## src/rtl/load_store_ctrl.sv

```systemverilog
// Purpose : sequences one data-memory load/store at a time, building byte enables and lane-replicated write data.
// Latency : accept at N, gnt at N+1, rvalid at N+2 -> rsp_valid at N+3; illegal accesses respond at N+1.
// Backpressure: lsu_ready is high only in IDLE; mem_req is held until mem_gnt, or until the access times out.
//
// Ports:
//   clk, rst_n                       clock / async active-low reset
//   lsu_valid/lsu_ready              pipeline request handshake
//   lsu_we/lsu_funct3/lsu_addr/lsu_wdata   access description (RV32I funct3 encoding)
//   mem_req/mem_gnt                  memory request handshake
//   mem_addr/mem_we/mem_be/mem_wdata request payload, driven only while requesting
//   mem_rvalid/mem_rdata             read data / write ack
//   ld_ctrl/ld_data                  {funct3, addr[1:0]} and raw read word for the load-extend block
//   rsp_valid/rsp_err                one-cycle completion pulse, err = misaligned/illegal or timeout
module load_store_ctrl #(
  parameter int TIMEOUT_CYCLES = 16
) (
  input  logic        clk,
  input  logic        rst_n,
  input  logic        lsu_valid,
  output logic        lsu_ready,
  input  logic        lsu_we,
  input  logic [2:0]  lsu_funct3,
  input  logic [31:0] lsu_addr,
  input  logic [31:0] lsu_wdata,
  output logic        mem_req,
  input  logic        mem_gnt,
  output logic [31:0] mem_addr,
  output logic        mem_we,
  output logic [3:0]  mem_be,
  output logic [31:0] mem_wdata,
  input  logic        mem_rvalid,
  input  logic [31:0] mem_rdata,
  output logic [4:0]  ld_ctrl,
  output logic [31:0] ld_data,
  output logic        rsp_valid,
  output logic        rsp_err
);

  localparam int CW = (TIMEOUT_CYCLES > 2) ? $clog2(TIMEOUT_CYCLES) : 1;
  localparam logic [CW-1:0] CNT_LIM = CW'(TIMEOUT_CYCLES - 1);

  typedef enum logic [1:0] {
    S_IDLE = 2'd0,
    S_REQ  = 2'd1,
    S_WAIT = 2'd2,
    S_RESP = 2'd3
  } state_t;

  state_t         state_q, state_d;
  logic [2:0]     funct3_q, funct3_d;
  logic [31:0]    addr_q, addr_d;
  logic           we_q, we_d;
  logic [31:0]    wdata_q, wdata_d;
  logic [31:0]    ld_data_q, ld_data_d;
  logic           err_q, err_d;
  logic [CW-1:0]  cnt_q, cnt_d;
  logic [CW-1:0]  cnt_inc;

  logic           acc_misaligned;
  logic           acc_bad_funct3;
  logic           acc_illegal;
  logic [3:0]     be_w;
  logic [31:0]    wdata_w;
  logic           in_req;

  // Legality of the incoming request, evaluated on the raw inputs at accept.
  always_comb begin
    acc_misaligned = 1'b0;
    case (lsu_funct3[1:0])
      2'b01:   acc_misaligned = lsu_addr[0];
      2'b10:   acc_misaligned = |lsu_addr[1:0];
      default: acc_misaligned = 1'b0;
    endcase
    if (lsu_we) begin
      acc_bad_funct3 = (lsu_funct3 > 3'b010);
    end else begin
      acc_bad_funct3 = (lsu_funct3 == 3'b011) || (lsu_funct3[2:1] == 2'b11);
    end
    acc_illegal = acc_misaligned || acc_bad_funct3;
  end

  // Byte enables and write data from the captured request. Only legal
  // widths reach REQ, so funct3[1:0]==2'b11 never needs a lane pattern.
  always_comb begin
    case (funct3_q[1:0])
      2'b00: begin
        be_w    = 4'b0001 << addr_q[1:0];
        wdata_w = {4{wdata_q[7:0]}};
      end
      2'b01: begin
        be_w    = 4'b0011 << addr_q[1:0];
        wdata_w = {2{wdata_q[15:0]}};
      end
      default: begin
        be_w    = 4'b1111;
        wdata_w = wdata_q;
      end
    endcase
  end

  // The timeout fires when the post-increment count reaches the limit; with
  // an immediate grant this lands RESP exactly TIMEOUT_CYCLES after REQ entry,
  // since the grant cycle itself restarts the count.
  assign cnt_inc = cnt_q + 1'b1;

  always_comb begin
    state_d   = state_q;
    funct3_d  = funct3_q;
    addr_d    = addr_q;
    we_d      = we_q;
    wdata_d   = wdata_q;
    ld_data_d = ld_data_q;
    err_d     = err_q;
    cnt_d     = cnt_q;

    case (state_q)
      S_IDLE: begin
        if (lsu_valid) begin
          funct3_d = lsu_funct3;
          addr_d   = lsu_addr;
          we_d     = lsu_we;
          wdata_d  = lsu_wdata;
          err_d    = acc_illegal;
          cnt_d    = '0;
          state_d  = acc_illegal ? S_RESP : S_REQ;
        end
      end
      S_REQ: begin
        if (mem_gnt) begin
          cnt_d   = '0;
          state_d = S_WAIT;
        end else if (cnt_inc == CNT_LIM) begin
          err_d   = 1'b1;
          state_d = S_RESP;
        end else begin
          cnt_d = cnt_inc;
        end
      end
      S_WAIT: begin
        if (mem_rvalid) begin
          if (!we_q) begin
            ld_data_d = mem_rdata;
          end
          state_d = S_RESP;
        end else if (cnt_inc == CNT_LIM) begin
          err_d   = 1'b1;
          state_d = S_RESP;
        end else begin
          cnt_d = cnt_inc;
        end
      end
      S_RESP: begin
        state_d = S_IDLE;
      end
      default: begin
        state_d = S_IDLE;
      end
    endcase
  end

  always_ff @(posedge clk or negedge rst_n) begin
    if (!rst_n) begin
      state_q   <= S_IDLE;
      funct3_q  <= 3'b000;
      addr_q    <= 32'h0;
      we_q      <= 1'b0;
      wdata_q   <= 32'h0;
      ld_data_q <= 32'h0;
      err_q     <= 1'b0;
      cnt_q     <= '0;
    end else begin
      state_q   <= state_d;
      funct3_q  <= funct3_d;
      addr_q    <= addr_d;
      we_q      <= we_d;
      wdata_q   <= wdata_d;
      ld_data_q <= ld_data_d;
      err_q     <= err_d;
      cnt_q     <= cnt_d;
    end
  end

  // Request payload is only presented while requesting so that the bus
  // idles at zero and never shows stale lanes.
  assign in_req    = (state_q == S_REQ);
  assign lsu_ready = (state_q == S_IDLE);
  assign mem_req   = in_req;
  assign mem_addr  = in_req ? {addr_q[31:2], 2'b00} : 32'h0;
  assign mem_we    = in_req & we_q;
  assign mem_be    = in_req ? be_w : 4'b0000;
  assign mem_wdata = in_req ? wdata_w : 32'h0;
  assign rsp_valid = (state_q == S_RESP);
  assign rsp_err   = (state_q == S_RESP) & err_q;
  assign ld_ctrl   = {funct3_q, addr_q[1:0]};
  assign ld_data   = ld_data_q;

endmodule

```

## config.mk

```make
export PLATFORM = sky130hd
export DESIGN_NAME = load_store_ctrl
export DESIGN_NICKNAME = d
export VERILOG_FILES = /design/src/rtl/load_store_ctrl.sv
export SDC_FILE = /design/constraint.sdc
export NUM_CORES = 1
export LEC_CHECK = 0
export ABC_AREA = 1
export CAP_MARGIN = 5
export CORE_MARGIN = 2
export CORE_UTILIZATION = 35
export DETAILED_ROUTE_END_ITERATION = 16
export PLACE_DENSITY = 0.67
export SYNTH_ARGS = -nofsm -noshare
export SYNTH_HDL_FRONTEND = slang
export SYNTH_SLANG_ARGS = --single-unit
```

## constraint.sdc

```tcl
create_clock -name clk -period 2.6 [get_ports clk]
set_clock_uncertainty 0.1 [all_clocks]
set_input_delay 0.52 -clock clk [delete_from_list [all_inputs] [get_ports clk]]
set_output_delay 0.52 -clock clk [all_outputs]
set_load 0.01 [all_outputs]
```

==> results.md, run 1 <==
* Synth Register Bits at 107
* Core Region at 14,500 sq um
* Worst Hold Class: input pin to asynchronous set/reset pin
* FP Rows at 44
* First drt pass iteration count at 4
* Final slew viol count at 0
* Crit path required time at 1.98 ns
* Leak at 4.58 nW
* Maximum root-to-sink buffer count at 2
* Startpoint types: register
* Fill count at 1,338
* Peak VDD IR at 0.493 mV
* Vias in the first global route at 4,547
* Nets@finish at 939
* Register area at 2680 sq um
* Multi-input combinational cell area at 2100 sq um
* Vias at 4,632
* Achievable Freq at 0.396 GHz
* CTS root buf: clkbuf_16
* Distinct cells, synth at 26
* Vias per cell at 4.57
* Synth top area cells: dfrtp_1 (51%), nand2_1 (18%), mux2_4 (8.6%), inv_1 (5.0%), nor2_1 (3.2%)
* Met1 WL at 6780 microns
* Final Cycle Share at 0.972
* Final core occ at 0.548
* Met3 wire length at 1410 microns
* CTS Hold Bufs at 0
* First-pass GRT wire length at 23,900 microns
* Largest net degree at the start of global routing at 67
* Sequential power share at 0.330
* Worst skew pair latency at 0.35 ns
* Switch share at 0.376
* # port buffers at 212
* Worst endpoint data arrival time at 1.91 ns
* DR WL met2 at 6740 microns
* Syn avg cell area at 8.46 sq um
* Critical path class: register to output pin
* YS warnings at 0
* Highest routing layer actually used: met4
* Final worst setup slack at 0.0730 ns
* Final ANT Viol Nets at 0
* Final setup violation count at 0
* Tmin final at 2.53 ns
* Drt total wl at 15,100 microns
* DR iter-0 viols at 184
* Initial Util at 0.359
* DRC Markers at 0
* Overflow after GRT at 0
* Net Sw Power at 3.43 mW
* Critical Path End Type: output pin
* Die Y at 126 microns
* Internal power at 5.69 mW
* Final hold violations at 0
* Combinational power share at 0.505
* Clk slew on worst S/H paths at 0.07 ns
* Status: complete, no violations
* Number of CTS-inserted buffers at 9
* TritonCTS Sinks at 107
* RSZ-0062 raised after global routing: true
* # IOs at 215
* # diodes at 0
* GRT Util Overall at 0.189
* Max cap viols at 0
* Sequential fraction of the synthesis area at 0.513
* Mapped Cells at 617
* CP max FO at 11
* Slew headroom at 0.534
* DP HPWL at 10,600 microns
* Top-area cell type share of the netlist area at 0.513
* Initial antenna violation count at 0
* Layout area overhead at 52.8%
* RePlAce Congestion at 0.799
* Most common cell after layout, fill and taps aside: nand2_1
* Clock power share at 0.165
* Routed WL per cell at 14.9 microns
* TritonCTS clock tree: yes
* Die W at 126 microns
* Largest area contributor in the netlist: dfrtp_1
* DIE AREA at 15,900 sq um
* Worst-Margin Slew at 0.699 ns
* Tot Pwr at 9.12 mW
* Share of layout cells above drive strength 1 at 0.0880
* H-tree Lvls at 3
* Mapped cell area at 5220 sq um
* Min Hold Slack at 0.0271 ns
* Most frequent cells in the layout: nand2_1 (250), clkdlybuf4s50_1 (166), dfrtp_1 (106)
* Place WS at 0.146 ns
* Power density over the cells at 1140 nW/um^2
-- cells by family after synthesis --
kind of cell    after synthesis  synth area share
compound gates               57            0.0600
fa+ha+maj                     9            0.0216
flops                       107             0.513
other cells                   1          0.000719
buf+inv                     105            0.0899
simple gates                306             0.224
mux                          32            0.0906
-- critical path, cell delays in order (launching register included) --
cell and delay (ns):
dfrtp_1 0.39, inv_2 0.09, ha_4 0.19, buf_6 0.16, o21ai_0 0.08, nor2_1 0.10
clkdlybuf4s50_1 0.54
-- registers in the layout (all words and copies together) (netlist names) --
| register | cells |
|---|---|
| ld_data | 32 |
| state_q | 2 |
| addr_q | 32 |
| funct3_q | 3 |
| cnt_q | 4 |
| err_q | 1 |
| wdata_q | 32 |
| we_q | 1 |
-- worst paths after layout --
| kind | start | to | slack, ns | depth (start not counted) |
|---|---|---|---|---|
| max | state_q[1] | mem_wdata[21] | 0.07 | 6 |
| min | rst_n | ld_data[1] | 0.03 | 1 |
| max reg2reg | state_q[0] | ld_data[4] | 0.61 | 6 |
| min reg2reg | addr_q[17] | addr_q[17] | 0.38 | 2 |
| max in group asynchronous | rst_n | addr_q[26] | 1.61 | 2 |
| min in group clk | addr_q[17] | addr_q[17] | 0.38 | 2 |
-- power by group through the flow --
stage	sequential, mW	combinational, mW	clock, mW
3_3_place_gp	2.99	4.60	0
6_report	3.01	4.61	1.50
2_1_floorplan	3.00	2.36	0
3_5_place_dp	3.02	4.62	0
4_1_cts	3.01	4.67	1.55
5_1_grt	3.12	5.08	1.61
-- synth_stat cells --
master / count
a21boi_1: 1
a21o_1: 1
a21oi_1: 17
buf_1: 8
buf_12: 3
buf_2: 3
buf_4: 4
buf_6: 1
clkbuf_1: 13
clkinv_1: 1
conb_1: 1
dfrtp_1: 107
ha_1: 9
inv_1: 70
inv_2: 2
mux2_2: 2
mux2_4: 30
nand2_1: 251
nand3_1: 6
nand4_1: 2
nor2_1: 44
o211ai_1: 9
o21ai_0: 28
o21ai_1: 1
or2_0: 1
or2_1: 2
-- final cells by class --
| class | count | share of cell area |
|---|---|---|
| clock buffer | 9 | 0.0283 |
| clock inverter | 7 | 0.0124 |
| inverter | 73 | 0.0344 |
| multi-input combinational | 406 | 0.263 |
| sequential | 107 | 0.336 |
| tap | 184 | 0.0289 |
| timing repair buffer | 228 | 0.297 |
-- metal layers --
layer,vias up,track usage
met5,-,0
li1,2293,-
met1,2156,0.248
met4,0,0.0465
met2,173,0.294
met3,10,0.0743
-- what timing repair did --
item                                    in CTS  in global routing
pin swaps                                    0                  0
gates resized for setup                     25                 28
setup buffers                                1                  1
endpoints found under the setup margin      64                 29
gates cloned                                 1                  0
-- metrics by stage --
step / setup TNS (ns) / area (sq um) / instances
2_1_floorplan: 0 / 5220 / 618
3_3_place_gp: 0 / 7530 / 995
3_5_place_dp: 0 / 7530 / 995
4_1_cts: -0.0897 / 7890 / 1013
5_1_grt: -0.0209 / 7970 / 1014
6_report: 0 / 7970 / 1014
Note: power is estimated with default switching activity, not from simulation.
==> run 2: changes to the inputs <==
--- a/config.mk
+++ b/config.mk
@@ -5,12 +5,14 @@
 export SDC_FILE = /design/constraint.sdc
 export NUM_CORES = 1
 export LEC_CHECK = 0
-export ABC_AREA = 1
 export CAP_MARGIN = 5
+export CELL_PAD_IN_SITES_DETAIL_PLACEMENT = 0
+export CELL_PAD_IN_SITES_GLOBAL_PLACEMENT = 2
 export CORE_MARGIN = 2
-export CORE_UTILIZATION = 35
+export CORE_UTILIZATION = 28
 export DETAILED_ROUTE_END_ITERATION = 16
-export PLACE_DENSITY = 0.67
+export PLACE_DENSITY = 0.84
+export RECOVER_POWER = 100
 export SYNTH_ARGS = -nofsm -noshare
 export SYNTH_HDL_FRONTEND = slang
 export SYNTH_SLANG_ARGS = --single-unit
==> run 2 against run 1 <==
- synthesized cell count decreased by 31%
- critical path depth down 1
- final cell count shrank 14%
- hold slack improved by 0.28 ns
- maximum frequency increased by 0.19%
- design area is 1.3% lower
- first-iteration DRC count shrank 14%
- via count fell by 13%
- largest power group unchanged
==> results.md, run 2 <==
* CTS Hold Bufs at 0 (unchanged)
* Synth top area cells: dfrtp_1 (52%), mux2_2 (21%), and2_1 (5.8%), mux2i_1 (3.3%), o21ai_0 (2.2%)
* Clock power share at 0.154 (-0.011)
* Commonest cells in the synthesized netlist: dfrtp_1 (107), mux2_2 (98), and2_1 (48), nand2_1 (24), o21ai_0 (23)
* Top FF cell, synth: dfrtp_1
* Worst skew pair latency at 0.35 ns (about the same)
* Syn avg cell area at 12.1 sq um (+44%)
* Tot Pwr at 8.68 mW (-4.9%)
* Slew headroom at 0.180 (-0.355)
* Maximum root-to-sink buffer count at 2 (unchanged)
* Critical Path Start: state_q[1]
* Final Cycle Share at 0.970 (-0.00183)
* Mapped cell area at 5140 sq um (-1.6%)
* H-tree Lvls at 3 (unchanged)
* Net Sw Power at 2.99 mW (-13%)
* Multi-input combinational cell area at 2330 sq um (+11%)
* Vias at 4,019 (-13%)
* Peak VDD IR at 0.511 mV (+3.5%)
* Share of layout cells above drive strength 1 at 0.207 (+0.119)
* Max cap viols at 0 (unchanged)
* Async set-reset flop share out of synthesis at 1.00 (unchanged)
* # diodes at 0 (unchanged)
* Combinational power share at 0.494 (-0.011)
* Die W at 139 microns (+11%)
* Routed WL per cell at 16.9 microns (+14%)
* Power density over the cells at 1100 nW/um^2 (-3.6%)
* Leak at 3.43 nW (-25%)
* FP Rows at 49 (+11%)
* DR iter-0 viols at 158 (-14%)
* Overflow after GRT at 0 (unchanged)
* Fill count at 1,701 (+27%)
* # IOs at 215 (unchanged)
* Largest area contributor in the netlist: dfrtp_1
* Distinct cells, synth at 37 (+42%)
* Achievable Freq at 0.396 GHz (+0.19%)
* Tmin final at 2.52 ns (-0.00475 ns)
* GRT Util Overall at 0.154 (-0.0346)
* Nets@finish at 748 (-20%)
* Drt total wl at 14,700 microns (-2.8%)
* Crit-path cells: inv_1 > ha_4 > buf_12 > o21a_1 > clkdlybuf4s50_1
* Final setup violation count at 0 (unchanged)
* Synth Register Bits at 107 (unchanged)
* Die Y at 139 microns (+11%)
* RePlAce Congestion at 0.736 (-7.9%)
* R2r setup slk at 0.28 ns (-0.33 ns)
* CP max FO at 20 (+9)
* Initial Util at 0.286 (-0.0731)
* Top-area cell type share of the netlist area at 0.521 (+0.00813)
* Most common cell after layout, fill and taps aside: clkdlybuf4s50_1
* Clk slew on worst S/H paths at 0.07 ns (about the same)
* Final ANT Viol Nets at 0 (unchanged)
* TritonCTS Sinks at 107 (unchanged)
* R2r worst-path depth at 5 (-1)
* Largest net degree at the start of global routing at 48 (-28%)
* Core Region at 18,000 sq um (+24%)
* DRC Markers at 0 (unchanged)
* Most frequent cells in the layout: clkdlybuf4s50_1 (131), dfrtp_1 (106), mux2_2 (98)
* Sequential power share at 0.352 (+0.022)
* Internal power at 5.69 mW (-0.12%)
* Post-synth EDFFs at 0 (unchanged)
* YS warnings at 0 (unchanged)
* # port buffers at 212 (unchanged)
* Final hold violations at 0 (unchanged)
* Critical path class: register to output pin
* Most numerous cell in the Yosys netlist: dfrtp_1
* Crit path required time at 1.98 ns (about the same)
* RSZ-0062 raised after global routing: false
* Vias per cell at 4.63 (+1.4%)
* Critical path endpoint: mem_be[0]
* DP HPWL at 10,700 microns (+1.3%)
* Worst reg2reg path startpoint: state_q[0]
* Layout area overhead at 53.3%
* Switch share at 0.345 (-0.0310)
* Status: complete, no violations
* Final slew viol count at 0 (unchanged)
* Register area at 2680 sq um (unchanged)
* CTS root buf: clkbuf_16
* DIE AREA at 19,400 sq um (+22%)
* First drt pass iteration count at 5 (+1)
* TritonCTS clock tree: yes
* Worst Hold Class: input pin to asynchronous set/reset pin
* Number of CTS-inserted buffers at 9 (unchanged)
* CP max-delay cell: clkdlybuf4s50_1
* Slowest Stage Delay on Critical Path at 0.56 ns (+0.02 ns)
* Placed instance count at 850 (-15%)
* Vias in the first global route at 4,378 (-3.7%)
* Worst endpoint data arrival time at 1.90 ns (about the same)
* Critical Path End Type: output pin
* Sequential fraction of the synthesis area at 0.521 (+0.00813)
* Reg2Reg Capture Point: wdata_q[9]
* Initial antenna violation count at 0 (unchanged)
* Worst-Margin Slew at 1.23 ns (+0.532 ns)
* Mapped Cells at 423 (-31%)
* Startpoint types: register
* First-pass GRT wire length at 23,700 microns (-1.0%)
* Layout Cells excl Fill at 868 (-14%)
[run 2: cell count changes in the layout (fill, tap and decap cells not counted), sizes merged, moves of 40 or more]
cell / before / now
nor2: 44 / 4
nand2: 251 / 24
and2: 0 / 48
mux2: 32 / 98
inv: 74 / 9
dlygate4sd3: 0 / 40
[run 2: kinds of logic (layout without fill, tap and decap cells)]
group	Yosys count	after routing	share of synthesized area
other	1	2	0.000730
adder cells (fa/ha/maj)	9	9	0.0219
AO/OA/AOI/OAI	55	55	0.0680
flip-flops	107	107	0.521
AND/OR/NAND/NOR	101	101	0.111
buffers and inverters	35	250	0.0287
multiplexers	115	115	0.248
[run 2: routing by layer]
| metal | part of all wire | GRT usage |
|---|---|---|
| met5 | 0 | 0 |
| met4 | 0.011 | 0.0463 |
| met3 | 0.088 | 0.0540 |
| met2 | 0.48 | 0.262 |
| met1 | 0.42 | 0.184 |
[run 2: per-stage QoR]
| stage | util | TNS, ns | hold slack (ns) | setup slack, ns | instance area (sq um) |
|---|---|---|---|---|---|
| after floorplan | - | 0 | 0.124 | 0.564 | 5140 |
| after global placement | 0.424 | 0 | 0.385 | 0.213 | 7620 |
| after detailed placement | 0.424 | 0 | 0.387 | 0.211 | 7620 |
| after CTS | 0.442 | -0.0284 | 0.103 | -0.0165 | 7930 |
| after global routing | 0.438 | 0 | 0.409 | 0.00135 | 7870 |
| final | 0.438 | 0 | 0.309 | 0.0777 | 7870 |
[run 2: timing repair]
item	4_1_cts	5_1_grt
gates resized for setup	27	23
endpoints found under the hold margin	0	0
setup buffers	1	0
gates cloned	1	0
endpoints found under the setup margin	58	36
[run 2: how the worst min path moves through the flow]
stage / start / to / slack, ns
2_1_floorplan: rst_n / addr_q[0] / 0.12
3_3_place_gp: addr_q[23] / addr_q[23] / 0.39
3_5_place_dp: addr_q[23] / addr_q[23] / 0.39
4_1_cts: rst_n / wdata_q[18] / 0.10
5_1_grt: rst_n / wdata_q[18] / 0.41
6_report: rst_n / wdata_q[18] / 0.31
[run 2: cell type report]
class,instances,share of cell area
clock inverters,5,0.00461
clock buffers,11,0.0321
inverters,8,0.00381
repair buffers,226,0.287
multi-input cells,282,0.296
flip-flops and latches,107,0.340
well taps,229,0.0364
[run 2: power by group through the flow]
stage | Sequential (mW) | Combinational (mW) | Clock (mW)
2_1_floorplan | 3.02 | 2.28 | 0
4_1_cts | 3.08 | 4.54 | 1.39
3_5_place_dp | 3.10 | 4.50 | 0
5_1_grt | 3.18 | 4.69 | 1.46
3_3_place_gp | 3.07 | 4.42 | 0
6_report | 3.05 | 4.29 | 1.33
[run 2: critical path: cells and delay by family (launching register included)]
kind                       cells  cell delay, ns
DFF                            1            0.39
buffers and inverters          3            0.83
AOI/OAI and AO/OA              1            0.13
adders and majority gates      1            0.20
==> run 3: changes to the inputs <==
--- a/config.mk
+++ b/config.mk
@@ -11,6 +11,7 @@
 export CORE_MARGIN = 2
 export CORE_UTILIZATION = 28
 export DETAILED_ROUTE_END_ITERATION = 16
+export GPL_ROUTABILITY_DRIVEN = 0
 export PLACE_DENSITY = 0.84
 export RECOVER_POWER = 100
 export SYNTH_ARGS = -nofsm -noshare
==> constraint.sdc (replaced) <==
create_clock -name clk -period 2.6 [get_ports clk]
set_clock_uncertainty 0.1 [all_clocks]
set_input_delay 0.52 -clock clk [delete_from_list [all_inputs] [get_ports clk]]
set_output_delay 0.52 -clock clk [all_outputs]
set_load 0.05 [all_outputs]
==> run 3 against run 2 <==
- combinational power grew 71%
- maximum frequency up 0.22%
- largest cell class is now buffers
- die area unchanged
- highest routed layer unchanged
- critical path depth is 3 lower
- power is 37% higher
- register-to-register slack lost 0.04 ns
- sequential power is essentially flat
- worst setup slack better by 0.0055 ns
- wire length grew 1.8%
- sequential cell count unchanged
- sequential share of layout area down 2.5 points
- count of clock-buffer cells in the layout is 2 lower
==> results.md, run 3 (same netlist as run 2, synthesis figures left out) <==
* Status: complete, no violations
* # port buffers at 212 (unchanged)
* Die Y at 139 microns (unchanged)
* Final Cycle Share at 0.968 (-0.00211)
* Maximum root-to-sink buffer count at 2 (unchanged)
* Combinational power share at 0.614 (+0.120)
* Layout area overhead at 65.3%
* Routed WL per cell at 17.2 microns (+1.9%)
* Vias at 4,069 (+1.2%)
* Tot Pwr at 11.9 mW (+37%)
* DR iter-0 viols at 121 (-23%)
* Leak at 3.55 nW (+3.6%)
* Achievable Freq at 0.397 GHz (+0.22%)
* Nets@finish at 749 (+0.13%)
* Drt total wl at 14,900 microns (+1.8%)
* Worst skew pair latency at 0.35 ns (about the same)
* Final setup violation count at 0 (unchanged)
* Clock power share at 0.131 (-0.023)
* Worst-Margin Slew at 1.13 ns (-0.0999 ns)
* CTS-repair resized insts at 0 (-100%)
* Core Region at 18,000 sq um (unchanged)
* # IOs at 215 (unchanged)
* H-tree Lvls at 3 (unchanged)
* Max cap viols at 0 (unchanged)
* Number of CTS-inserted buffers at 9 (unchanged)
* RSZ-0062 raised after global routing: false
* Clk slew on worst S/H paths at 0.07 ns (about the same)
* Final slew viol count at 0 (unchanged)
* Critical path class: register to output pin
* Most frequent cells in the layout: dfrtp_1 (107), clkdlybuf4s50_1 (103), mux2_2 (97)
* Critical Path Start: state_q[1]
* Worst endpoint data arrival time at 1.90 ns (about the same)
* DRC Markers at 0 (unchanged)
* TritonCTS Sinks at 107 (unchanged)
* Final hold violations at 0 (unchanged)
* Startpoint types: register
* GR Util met1 at 0.194 (+0.00946)
* GRT Util Overall at 0.154 (about the same)
* Worst Hold Class: input pin to asynchronous set/reset pin
* Sequential power share at 0.254 (-0.098)
* CTS root buf: clkbuf_16
* Min Hold Slack at 0.230 ns (-0.0785 ns)
* Tmin final at 2.52 ns (-0.00549 ns)
* Slew headroom at 0.246 (+0.0666)
* First drt pass iteration count at 4 (-1)
* Met2 usage at 0.249 (-0.0132)
* CTS Hold Bufs at 0 (unchanged)
* TritonCTS clock tree: yes
* Switch share at 0.446 (+0.101)
* Peak VDD IR at 0.801 mV (+57%)
* Fill count at 1,661 (-2.4%)
* Vias in the first global route at 4,266 (-2.6%)
* First-pass GRT wire length at 23,500 microns (-0.81%)
* # diodes at 0 (unchanged)
* Worst reg2reg path startpoint: state_q[1]
* Met3 usage at 0.0568 (+0.00275)
* Net Sw Power at 5.31 mW (+77%)
* Largest net degree at the start of global routing at 58 (+21%)
* Top Usage Layer GRT: met2
* Internal power at 6.60 mW (+16%)
* Power density over the cells at 1400 nW/um^2 (+27%)
* CP max FO at 5 (-75%)
* Final ANT Viol Nets at 0 (unchanged)
* Overflow after GRT at 0 (unchanged)
* Most common cell after layout, fill and taps aside: dfrtp_1
* Vias per cell at 4.69 (+1.4%)
* Final core occ at 0.473 (+0.0343)
* DP HPWL at 11,100 microns (+3.9%)
* # Post-CTS Setup Buffers at 0 (-1)
* Initial Util at 0.286 (unchanged)
* FP Rows at 49 (unchanged)
* Die W at 139 microns (unchanged)
* DIE AREA at 19,400 sq um (unchanged)
* Crit path required time at 1.98 ns (about the same)
* Share of layout cells above drive strength 1 at 0.318 (+0.112)
* Critical Path End Type: output pin
* Setup_tns at 0 ns (unchanged)
* Initial antenna violation count at 0 (unchanged)
==> run 3: cell count changes in the layout (fill, tap and decap cells not counted), sizes merged, moves of 2 or more <==
cell	before	now
buf	10	76
bufinv	0	3
clkdlybuf4s25	8	0
clkdlybuf4s50	131	103
clkinv	4	2
dlygate4sd2	21	0
dlygate4sd3	40	36
dlymetal6s2s	4	0
==> run 3: final timing paths <==
kind                                    end  slack, ns  cells past startpoint
worst max-delay path              rsp_valid       0.08                      2
worst min-delay path            wdata_q[17]       0.23                      1
worst max register to register   addr_q[31]       0.24                      5
worst min register to register  ld_data[17]       0.40                      1
max in group asynchronous       funct3_q[2]       0.61                      2
min in group clk                ld_data[17]       0.40                      1
==> run 3: cell type report <==
| cell class | count | area (sq um) | area share |
|---|---|---|---|
| repair buffers | 227 | 2830 | 0.333 |
| flip-flops and latches | 107 | 2680 | 0.315 |
| multi-input cells | 282 | 2340 | 0.276 |
| well taps | 229 | 287 | 0.0338 |
| clock buffers | 9 | 225 | 0.0265 |
| clock inverters | 5 | 104 | 0.0122 |
| inverters | 8 | 30.0 | 0.00354 |
==> run 3: per-stage QoR <==
step,area (sq um),cells,worst slack [ns]
floorplan,5190,424,0.0152
global placement,8350,853,0.377
detailed placement,8350,853,0.348
finish,8490,867,0.0832
global route,8490,867,0.0167
CTS,8680,867,0.0912
==> run 3: metal layers <==
metal,vias up,part of all wire
met5,-,0
met4,0,0.018
met3,18,0.079
met2,177,0.47
met1,1995,0.43
li1,1879,-
==> run 3: critical path, stage by stage, from the launching register on <==
cell and delay (ns):
dfrtp_1 0.44, ha_1 0.27, clkdlybuf4s50_1 0.84
==> run 3: power groups by stage <==
stage / clock (mW) / combinational [mW] / sequential [mW]
global placement: 0 / 7.63 / 3.02
detailed placement: 0 / 7.73 / 3.07
floorplan: 0 / 3.63 / 3.86
global route: 1.70 / 7.69 / 3.16
CTS: 1.62 / 7.75 / 3.05
finish: 1.56 / 7.32 / 3.03
